`config.mk`:
```
export PLATFORM = sky130hd
export DESIGN_NAME = serial_frame_rx
export DESIGN_NICKNAME = d
export VERILOG_FILES = /design/src/rtl/serial_frame_rx_pkg.sv /design/src/rtl/rx_sipo.sv /design/src/rtl/serial_frame_rx.sv
export SDC_FILE = /design/constraint.sdc
export NUM_CORES = 1
export LEC_CHECK = 0
export CORE_MARGIN = 3
export CORE_UTILIZATION = 50
export CTS_BUF_LIST = sky130_fd_sc_hd__clkbuf_16
export DETAILED_ROUTE_END_ITERATION = 12
export PLACE_DENSITY = 0.81
export SYNTH_ARGS = -nofsm -noshare
export SYNTH_HDL_FRONTEND = slang
export SYNTH_SLANG_ARGS = --single-unit
```
`constraint.sdc`:
```
create_clock -name clk -period 4.15 [get_ports clk]
set_input_delay 1.0375 -clock clk [delete_from_list [all_inputs] [get_ports clk]]
set_output_delay 1.0375 -clock clk [all_outputs]
set_load 0.01 [all_outputs]
```
`src/rtl/serial_frame_rx_pkg.sv`:
```
// rtl/serial_frame_rx_pkg.sv - shared state encodings and defaults for the serial frame blocks
//
// Purpose: state encodings common to every serial block in this family, the default
//          data width, and the bit-counter width helper.
// Ports:   none (package).
package serial_frame_rx_pkg;

   localparam int SER_DATA_W_DEFAULT = 8;

   // Encodings are shared with the other serial blocks; do not renumber.
   typedef enum logic [2:0] {
      ST_IDLE   = 3'd0,
      ST_DATA   = 3'd1,
      ST_PARITY = 3'd2,
      ST_STOP   = 3'd3,
      ST_BREAK  = 3'd4
   } ser_state_e;

   // Counter wide enough to hold 0..data_w without wrapping.
   function automatic int ser_cnt_w(input int data_w);
      return $clog2(data_w + 1);
   endfunction

endpackage

```
`src/rtl/rx_sipo.sv`:
```
// rtl/rx_sipo.sv - serial-in parallel-out shift register, MSB insert, right shift
//
// Purpose: collects serial bits LSB first. Each enabled edge inserts bit_in at the
//          MSB and shifts the rest right, so after W shifts the first bit is in q[0].
// Ports:
//   clk       in  1  rising-edge clock
//   reset     in  1  asynchronous active-low clear
//   shift_en  in  1  shift on this edge
//   bit_in    in  1  serial bit inserted at the MSB
//   q         out W  register contents
module rx_sipo #(
   parameter int W = 8
) (
   input  logic         clk,
   input  logic         reset,
   input  logic         shift_en,
   input  logic         bit_in,
   output logic [W-1:0] q
);

   logic [W-1:0] shreg_q;

   always_ff @(posedge clk or negedge reset) begin
      if (!reset) begin
         shreg_q <= '0;
      end else if (shift_en) begin
         shreg_q <= {bit_in, shreg_q[W-1:1]};
      end
   end

   assign q = shreg_q;

endmodule

```
`src/rtl/serial_frame_rx.sv`:
```
// rtl/serial_frame_rx.sv - serial frame receiver with one-entry valid/ready output buffer
//
// Purpose: samples si once per clk, recognises start/data/(parity)/stop frames with
//          data LSB first, and presents each good word on a one-entry buffer.
//          Reports parity mismatch with the word, framing errors as a one-cycle
//          pulse, and a sticky overrun when a completed word finds the buffer full.
// Ports:
//   clk         in   1       rising-edge clock, si sampled every edge
//   reset       in   1       asynchronous active-low reset
//   si          in   1       serial input, idles high
//   ready       in   1       consumer takes the word when valid && ready
//   clr_ovr     in   1       synchronous pulse clearing overrun
//   data        out  DATA_W  received word, stable while valid
//   valid       out  1       buffer holds an unconsumed word
//   parity_err  out  1       parity mismatch on the buffered word
//   frame_err   out  1       one-cycle pulse, stop bit sampled low
//   overrun     out  1       sticky, a good frame was dropped
module serial_frame_rx
   import serial_frame_rx_pkg::*;
#(
   parameter int DATA_W    = SER_DATA_W_DEFAULT,
   parameter int PARITY_EN = 1
) (
   input  logic              clk,
   input  logic              reset,
   input  logic              si,
   input  logic              ready,
   input  logic              clr_ovr,
   output logic [DATA_W-1:0] data,
   output logic              valid,
   output logic              parity_err,
   output logic              frame_err,
   output logic              overrun
);

   localparam int               CNT_W    = ser_cnt_w(DATA_W);
   localparam logic [CNT_W-1:0] LAST_BIT = CNT_W'(DATA_W - 1);

   ser_state_e        state_q, state_d;
   logic [CNT_W-1:0]  cnt_q, cnt_d;
   logic              perr_q, perr_d;
   logic [DATA_W-1:0] data_q, data_d;
   logic              valid_q, valid_d;
   logic              parity_err_q, parity_err_d;
   logic              frame_err_q, frame_err_d;
   logic              overrun_q, overrun_d;

   logic              shift_en;
   logic              frame_good;
   logic [DATA_W-1:0] shreg;

   rx_sipo #(.W(DATA_W)) u_sipo (
      .clk      (clk),
      .reset    (reset),
      .shift_en (shift_en),
      .bit_in   (si),
      .q        (shreg)
   );

   // Frame sequencing.
   always_comb begin
      state_d     = state_q;
      cnt_d       = cnt_q;
      perr_d      = perr_q;
      shift_en    = 1'b0;
      frame_good  = 1'b0;
      frame_err_d = 1'b0;
      case (state_q)
         ST_IDLE: begin
            if (!si) begin
               state_d = ST_DATA;
               cnt_d   = '0;
               perr_d  = 1'b0;
            end
         end
         ST_DATA: begin
            shift_en = 1'b1;
            if (cnt_q == LAST_BIT) begin
               cnt_d = '0;
               if (PARITY_EN != 0) begin
                  state_d = ST_PARITY;
               end else begin
                  state_d = ST_STOP;
               end
            end else begin
               cnt_d = cnt_q + CNT_W'(1);
            end
         end
         ST_PARITY: begin
            // Even parity over data plus parity bit: any 1 means a mismatch.
            perr_d  = ^{shreg, si};
            state_d = ST_STOP;
         end
         ST_STOP: begin
            if (si) begin
               frame_good = 1'b1;
               state_d    = ST_IDLE;
            end else begin
               frame_err_d = 1'b1;
               state_d     = ST_BREAK;
            end
         end
         ST_BREAK: begin
            // Wait for the line to return high so a held-low line is not a new start.
            if (si) begin
               state_d = ST_IDLE;
            end
         end
         default: begin
            state_d = ST_IDLE;
         end
      endcase
   end

   // Output buffer. A new word may replace a word being consumed on the same edge,
   // so valid stays high across that handoff.
   always_comb begin
      data_d       = data_q;
      valid_d      = valid_q;
      parity_err_d = parity_err_q;
      overrun_d    = overrun_q;
      if (clr_ovr) begin
         overrun_d = 1'b0;
      end
      if (frame_good) begin
         if (!valid_q || ready) begin
            data_d       = shreg;
            parity_err_d = (PARITY_EN != 0) && perr_q;
            valid_d      = 1'b1;
         end else begin
            // Set after the clear so a coincident drop wins.
            overrun_d = 1'b1;
         end
      end else if (valid_q && ready) begin
         valid_d = 1'b0;
      end
   end

   always_ff @(posedge clk or negedge reset) begin
      if (!reset) begin
         state_q      <= ST_IDLE;
         cnt_q        <= '0;
         perr_q       <= 1'b0;
         data_q       <= '0;
         valid_q      <= 1'b0;
         parity_err_q <= 1'b0;
         frame_err_q  <= 1'b0;
         overrun_q    <= 1'b0;
      end else begin
         state_q      <= state_d;
         cnt_q        <= cnt_d;
         perr_q       <= perr_d;
         data_q       <= data_d;
         valid_q      <= valid_d;
         parity_err_q <= parity_err_d;
         frame_err_q  <= frame_err_d;
         overrun_q    <= overrun_d;
      end
   end

   assign data       = data_q;
   assign valid      = valid_q;
   assign parity_err = parity_err_q;
   assign frame_err  = frame_err_q;
   assign overrun    = overrun_q;

endmodule
```
### Word level (Yosys, flattened, before mapping)

Index checks and enable logic that the tools add are counted.

| storage, ports and cells | value |
|---|---|
| output and inout bits | 12 |
| flip-flop bits (word level) | 28 |
| bits of input ports | 5 |
| word-level logic and storage cells | 53 |

| operators by class | value |
|---|---|
| equal/unequal tests | 9 |
| multiplexer cells | 21 |
| $add $sub $neg | 1 |
| reductions and logical operators | 13 |

Operators by type and width:

| kind | number |
|---|---|
| case mux 3 bit (5 select lines) | 1 |
| two-way mux 1 bit | 12 |
| two-way mux 3 bit | 4 |
| parity 9 bit | 1 |
| two-way mux 4 bit | 2 |
| case mux 4 bit (2 select lines) | 1 |
| AND reduction 2 bit | 4 |
| equality test 3 x 2 -> 1 bit, second input constant | 2 |
| != test 2 bit, second input constant | 3 |
| nonzero test 2 bit | 3 |
| adder 4 x 1 -> 4 bit, second input constant | 1 |
| equality test 4 x 3 -> 1 bit, second input constant | 1 |
| equality test 3 x 1 -> 1 bit, second input constant | 1 |
| equality test 3 bit, second input constant | 1 |
| zero test 3 bit | 1 |
| AND reduction 3 bit | 1 |
| != test 2 x 1 -> 1 bit, second input constant | 1 |
| case mux 1 bit (2 select lines) | 1 |
| logical AND 1 bit | 1 |
| zero test 1 bit | 1 |
| logical OR 1 bit | 1 |

### Longest topological paths before layout

Gate-level depths: netlist of run 1.

| depth | value |
|---|---|
| depth after elaboration | 4 |
| depth in mapped cells | 6 |

### Modules after synthesis

A second synthesis of run 1 with hierarchy kept.

| unflattened totals | value |
|---|---|
| cells, all modules | 91 |
| area, all modules | 1288.7 µm² |

By module, submodules not included:

| module | times used | sequential area each (µm²) | cells each | area an instance (µm²) |
|---|---|---|---|---|
| serial_frame_rx | 1 | 500.5 | 74 | 957.2 |
| rx_sipo | 1 | 200.2 | 17 | 331.6 |

### Worst setup path before layout of run 1

Ideal clock, no wire load.

| timing | value |
|---|---|
| path kind | in2reg |
| start | input port si |
| end | register data_q[0], in the netlist data[0] |
| buffers on the path | 1 |
| stages on the path | 5 |
| arrival time | 1909 ps |
| library setup time | 125 ps |
| data required time | 4025 ps |
| path slack | 2116 ps |
| cells stage by stage | inv_1 or2_4 nor2b_4 buf_12 mux2_4 |

| on the way | value |
|---|---|
| longest elaborated chain between the ends | 3 |

RTL lines:

| element | line | text |
|---|---|---|
| from (decl) | serial_frame_rx.sv:26 | `input logic si,` |
| two-way mux 1 bit | serial_frame_rx.sv:95 | `if (si) begin` |
| two-way mux 1 bit | serial_frame_rx.sv:68 | `case (state_q)` |
| AND reduction 2 bit (no source line) | -- |  |
| to (signal assigned) | serial_frame_rx.sv:153 | `data_q <= data_d;` |
| to (decl) | serial_frame_rx.sv:42 | `logic [DATA_W-1:0] data_q, data_d;` |

No other way between the ends.
A chain may end at the register's enable or synchronous reset.

### Final worst setup path of run 1

| timing | value |
|---|---|
| start | input port si |
| end | register data_q[1], in the netlist data[1] |

Same word-level chain as after synthesis.

==> run metrics, run 1 <==
DP HPWL 1730 um; hold_buf cts 0; Max Freq 404 MHz; GR Util All Layers 15.4%; area post-placement 1460 um^2; Unique masters post-synth 29; clock tree sinks 28; Final Setup Violations 0; IO buf count 16; fraction of layout cells with a size suffix above 1 14.0%; total number of vias 851; worst stage delay on the critical path 0.50 ns; initial antenna violation count 0; largest family of logic cells by synthesized area simple AND/OR/NAND/NOR gates; clk_lat worst skew 0.26 ns; register area share after synthesis 53.8%; Final ANT Viol Nets 0; die area 3250 um^2; worst vdd ir 0.000476 V; utilization after layout 66.7%; cts repair resizes 0; M1 GR Usage 18.8%; worst-path maximum fanout 9; Fin. Hold Viols 0; Power per Cell Area 765 nW/um^2; I/O pins 17; Post-Synth Adder-Cell Area 0.961%; GR Overflow Total 0; core area 2340 um^2; synthesized instance count 113; Worst Hold Class flip-flop to flip-flop; Worst Max-Slew Pin Slew 0.919 ns; # Max-Cap Violations 0; number of diodes 0; # Post-CTS Setup Buffers 0; Starting Density 55.7%; pre-CTS setup slack 1.39 ns; num rows 17; Final Worst Setup Slack 1.67 ns; CP endpoint kind flip-flop; routing usage on met2 27.4%; crit-path cells clkdlybuf4s50_1 > inv_1 > or2_4 > nor2b_4 > mux2_4; compound-cell area share of the yosys netlist 6.72%; Max Clock Skew 0.00212 ns; Yosys reg bits 28; run status completed; DR DRC count 0; Critical Path Start Type input pin; Initial DRC Count 26; routed vias/inst 5.42; Worst Path Required 4.30 ns; Clock Tree Buf Depth 2; WL final 2320 um; Most Crowded Layer GR met2; Slew HR 38.5%; Die H 57.0 um; TritonCTS buffer count 3; P&R area growth vs syn 19.9%; LEAKAGE 0.747 nW; CP max stage cell clkdlybuf4s50_1; Mapped Nets 119; post-route setup TNS 0 ns; Arr. time, crit path 2.62 ns; gpl congestion 0.774; TritonCTS clock tree built; critical path class input pin to flip-flop; Syn. warnings 0; Synth Area in Simple Gates 18.1%; design area 1560 um^2; Die Width 57.0 um; post-synthesis cell area 1300 um^2; Avg WL per Cell 14.8 um; first-pass GRT wire length 3940 um; Post-Synth XOR/XNOR Area 5.76%; CTS H-tree depth 1; syn avg cell area 11.5 um^2; net count reported at finish 136; Final Critical Period 2.48 ns; unrepaired setup endpoints after global routing no; largest net degree at the start of global routing 22; Fin Hold WS 0.501 ns; final worst path period share 59.7%; root buf cell clkbuf_16; vias in the first global route 858; met3 usage 4.98%; multiplexer share of the synthesized area 10.4%; max-slew violations 0; clock-pin slew on the worst setup and hold paths 0.07 ns; 1st-pass router iterations 4
[synthesized netlist by cell type]
cell      instances  area share (%)
or2_4             1            0.67
and2_0            1            0.48
buf_2             2            0.77
xnor2_1           5             3.4
nand3b_4          1             1.5
o41ai_1           1            0.67
xor2_1            1            0.67
or3b_1            1            0.67
nor2_1            8             2.3
o31ai_1           2             1.2
o22ai_1           1            0.48
buf_6             1            0.86
ha_1              1            0.96
a22o_1            1            0.67
nor3b_2           1            0.96
nand2_1          28             8.1
inv_1             2            0.58
nand2b_1          3             1.4
mux2_4            9              10
nand3_1           1            0.38
dfrtp_1          28              54
nor2b_4           1             1.1
xnor3_1           1             1.7
buf_12            1             1.5
buf_4             1            0.58
o21ai_0           6             2.3
a21oi_1           2            0.77
o22a_1            1            0.67
or3_1             1            0.48
[worst max-delay path, delay by kind of cell]
| family | cells | cell delay (ns) |
|---|---|---|
| AND/OR/NAND/NOR | 2 | 0.64 |
| buffers and inverters | 2 | 0.61 |
| multiplexers | 1 | 0.34 |
[routing by layer]
metal / routed length (um) / share of wire, %
met4: 12 / 0.52
met1: 983 / 42
met5: 0 / 0
met2: 1240 / 53
met3: 85 / 3.7
[logic make-up after synthesis]
group | Yosys count
AOI/OAI and AO/OA | 14
xor gates and xnor gates | 7
adders and majority gates | 1
buffers and inverters | 7
DFF | 28
muxes | 9
and+or+nand+nor | 47
[final cells by class]
class | instances | area [um^2]
repair buffers | 17 | 168
clock inverters | 1 | 30.0
clock buffers | 3 | 75.1
flip-flops and latches | 28 | 701
inverters | 2 | 7.51
well taps | 28 | 35.0
fillers | 190 | 778
multi-input cells | 78 | 546
[state kept, by name (all words and copies together), names as in the netlist, 3 cells and up]
register	count
cnt_q	4
data	8
state_q	3
u_sipo.q	8
[cells in the final DEF (no fill, tap or decap), drive strengths merged]
cell,n
xor2,1
o22ai,1
dfrtp,28
o31ai,2
nand3b,1
nand2b,3
or3b,1
o22a,1
inv,2
o21ai,6
ha,1
nand2,28
or2,1
a21oi,2
nor2b,1
clkdlybuf4s50,16
o41ai,1
xnor2,5
mux2,9
clkbuf,3
a22o,1
bufinv,1
or3,1
and2,1
nand3,1
nor3b,1
nor2,8
buf,1
xnor3,1
[where the power goes]
group	switching, mW	total [mW]	internal [mW]	leakage [nW]
Sequential	0.0994	0.470	0.370	0.368
Clock	0.0901	0.282	0.192	0.0511
Combinational	0.188	0.443	0.255	0.328
[stage by stage]
| stage | power (mW) | instances |
|---|---|---|
| finish | 1.19 | 157 |
| global route | 1.27 | 157 |
| CTS | 1.21 | 157 |
| detailed placement | 0.920 | 153 |
| global placement | 0.891 | 153 |
| floorplan | 0.783 | 113 |
[final timing paths]
| check | from | endpoint | slack, ns | cells past startpoint |
|---|---|---|---|---|
| max in group asynchronous | reset | data[3]$_DFFE_PN0P_ | 2.20 | 2 |
| min in group asynchronous | reset | parity_err$_DFFE_PN0P_ | 1.29 | 1 |
| worst max register to register | state_q[2]$_DFFE_PN0P_ | data[1]$_DFFE_PN0P_ | 2.39 | 4 |
| worst max-delay path | si | data[1]$_DFFE_PN0P_ | 1.67 | 5 |
| worst min register to register | cnt_q[3]$_DFFE_PN0P_ | cnt_q[3]$_DFFE_PN0P_ | 0.50 | 1 |
| worst min-delay path | cnt_q[3]$_DFFE_PN0P_ | cnt_q[3]$_DFFE_PN0P_ | 0.50 | 1 |
(Power assumes the default switching activity.)
==> run 2, diff against run 1 <==
--- a/config.mk
+++ b/config.mk
@@ -6,10 +6,10 @@
 export NUM_CORES = 1
 export LEC_CHECK = 0
 export CORE_MARGIN = 3
-export CORE_UTILIZATION = 50
+export CORE_UTILIZATION = 48
 export CTS_BUF_LIST = sky130_fd_sc_hd__clkbuf_16
 export DETAILED_ROUTE_END_ITERATION = 12
-export PLACE_DENSITY = 0.81
+export PLACE_DENSITY = 0.82
 export SYNTH_ARGS = -nofsm -noshare
 export SYNTH_HDL_FRONTEND = slang
 export SYNTH_SLANG_ARGS = --single-unit
==> constraint.sdc (replaced) <==
create_clock -name clk -period 2.22 [get_ports clk]
set_input_delay 0.555 -clock clk [delete_from_list [all_inputs] [get_ports clk]]
set_output_delay 0.555 -clock clk [all_outputs]
set_load 0.01 [all_outputs]
==> run metrics, run 2 (synthesis gave the netlist of run 1 again) <==
run status completed; hold depth 1; critical path class input pin to flip-flop; initial antenna violation count 0; Comb power frac 37.5%; post-placement cell count 157; most frequent cells in the layout 28 x nand2_1, 28 x dfrtp_1, 16 x clkdlybuf4s50_1; LEAKAGE 0.756 nW; IO buf count 16; GR Overflow Total 0; DP HPWL 1520 um; Power, Total 2.24 mW; max-slew violations 0; area post-placement 1470 um^2; clock tree sinks 28; 1st-pass router iterations 4; design area 1580 um^2; post-route setup TNS 0 ns; fraction of layout cells with a size suffix above 1 15.3%; worst flop-to-flop path startpoint state_q[2]$_DFFE_PN0P_; worst-path maximum fanout 9; CTS H-tree depth 1; DR DRC count 0; Power per Cell Area 1420 nW/um^2; clock-pin slew on the worst setup and hold paths 0.07 ns; Pint 1.54 mW; Arr. time, crit path 2.06 ns; Die Width 58.1 um; vias in the first global route 871; largest net degree at the start of global routing 29; Clk network pwr share 23.1%; Worst Reg-to-Reg Cells 4; Hold Crit Start cnt_q[3]$_DFFE_PN0P_; pre-CTS setup slack 0.0368 ns; total number of vias 841; CP max stage cell clkdlybuf4s50_1; worst vdd ir 0.000797 V; Final Critical Period 1.92 ns; Layout Cells excl Fill 161; hold_buf cts 0; die area 3370 um^2; first-pass GRT wire length 3910 um; Max Freq 521 MHz; Die H 58.1 um; routed vias/inst 5.22; CP endpoint kind flip-flop; number of diodes 0; worst path buffer plus inverter count 2; net count reported at finish 138; crit-path cells clkdlybuf4s50_1 > inv_1 > or2_4 > nor2b_4 > mux2_4; # Max-Cap Violations 0; worst stage delay on the critical path 0.50 ns; worst reg2reg path endpoint data[0]$_DFFE_PN0P_; unrepaired setup endpoints after global routing no; Worst Path Required 2.36 ns; Max Clock Skew 0.00306 ns; sequential power share 39.3%; Fin. Hold Viols 0; gpl congestion 0.725; Starting Density 51.6%; switching power 0.697 mW; Critical Path Start Type input pin; Worst Max-Slew Pin Slew 0.400 ns; I/O pins 17; Avg WL per Cell 14.0 um; Slew HR 73.1%; core area 2520 um^2; TritonCTS buffer count 3; root buf cell clkbuf_16; Final ANT Viol Nets 0; clk_lat worst skew 0.26 ns; num rows 18; CP top delay family simple AND/OR/NAND/NOR gates; Switching Fraction 31.2%; # Post-CTS Setup Buffers 0; Worst Hold Class flip-flop to flip-flop; Final Worst Setup Slack 0.301 ns; P&R area growth vs syn 21.2%; final worst path period share 86.4%; TritonCTS clock tree built; Reg2Reg Setup Slack 0.48 ns; WL final 2250 um; cts repair resizes 0; hold endpoint cnt_q[3]$_DFFE_PN0P_; Final Setup Violations 0; GR Util All Layers 15.1%; Clock Tree Buf Depth 2; Initial DRC Count 19
==> run 2: cell types whose count changed in the layout (fill, tap and decap cells not counted) <==
cell   previous run  this run
buf_4             1         3
==> run 2: how the worst max path moves through the flow <==
stage               slack, ns  from  cells after the start                   to
floorplan                0.67    si                      5  data[0]$_DFFE_PN0P_
detailed placement       0.04    si                      5  data[1]$_DFFE_PN0P_
global placement         0.05    si                      5  data[0]$_DFFE_PN0P_
finish                   0.30    si                      5  data[0]$_DFFE_PN0P_
CTS                      0.30    si                      5  data[0]$_DFFE_PN0P_
global route             0.22    si                      5  data[0]$_DFFE_PN0P_
==> run 2: layout make-up <==
| class | count | area (um^2) |
|---|---|---|
| inverter | 2 | 7.51 |
| clock buffer | 3 | 75.1 |
| sequential | 28 | 701 |
| timing repair buffer | 19 | 183 |
| tap | 30 | 37.5 |
| clock inverter | 1 | 30.0 |
| multi-input combinational | 78 | 546 |
| fill | 199 | 943 |
==> run 2: layer usage <==
metal / vias to the layer above / track usage [%] / part of all wire [%]
met5: - / 0 / 0
met4: 0 / 6.95 / 0.93
met3: 2 / 2.00 / 3.5
met2: 20 / 23.9 / 46
met1: 410 / 20.5 / 50
li1: 409 / - / -
==> run 2: power by group through the flow <==
| stage | combinational [mW] | clock, mW | sequential, mW |
|---|---|---|---|
| after floorplan | 0.619 | 0 | 0.845 |
| after global placement | 0.812 | 0 | 0.879 |
| after detailed placement | 0.834 | 0 | 0.884 |
| after CTS | 0.851 | 0.528 | 0.882 |
| after global routing | 0.921 | 0.549 | 0.909 |
| final | 0.840 | 0.517 | 0.881 |
==> run 2: per-stage QoR <==
stage	hold slack (ns)	utilization (%)
floorplan	0.259	-
global placement	0.479	58.4
detailed placement	0.491	58.4
CTS	0.499	62.6
global route	0.541	62.6
finish	0.492	62.6
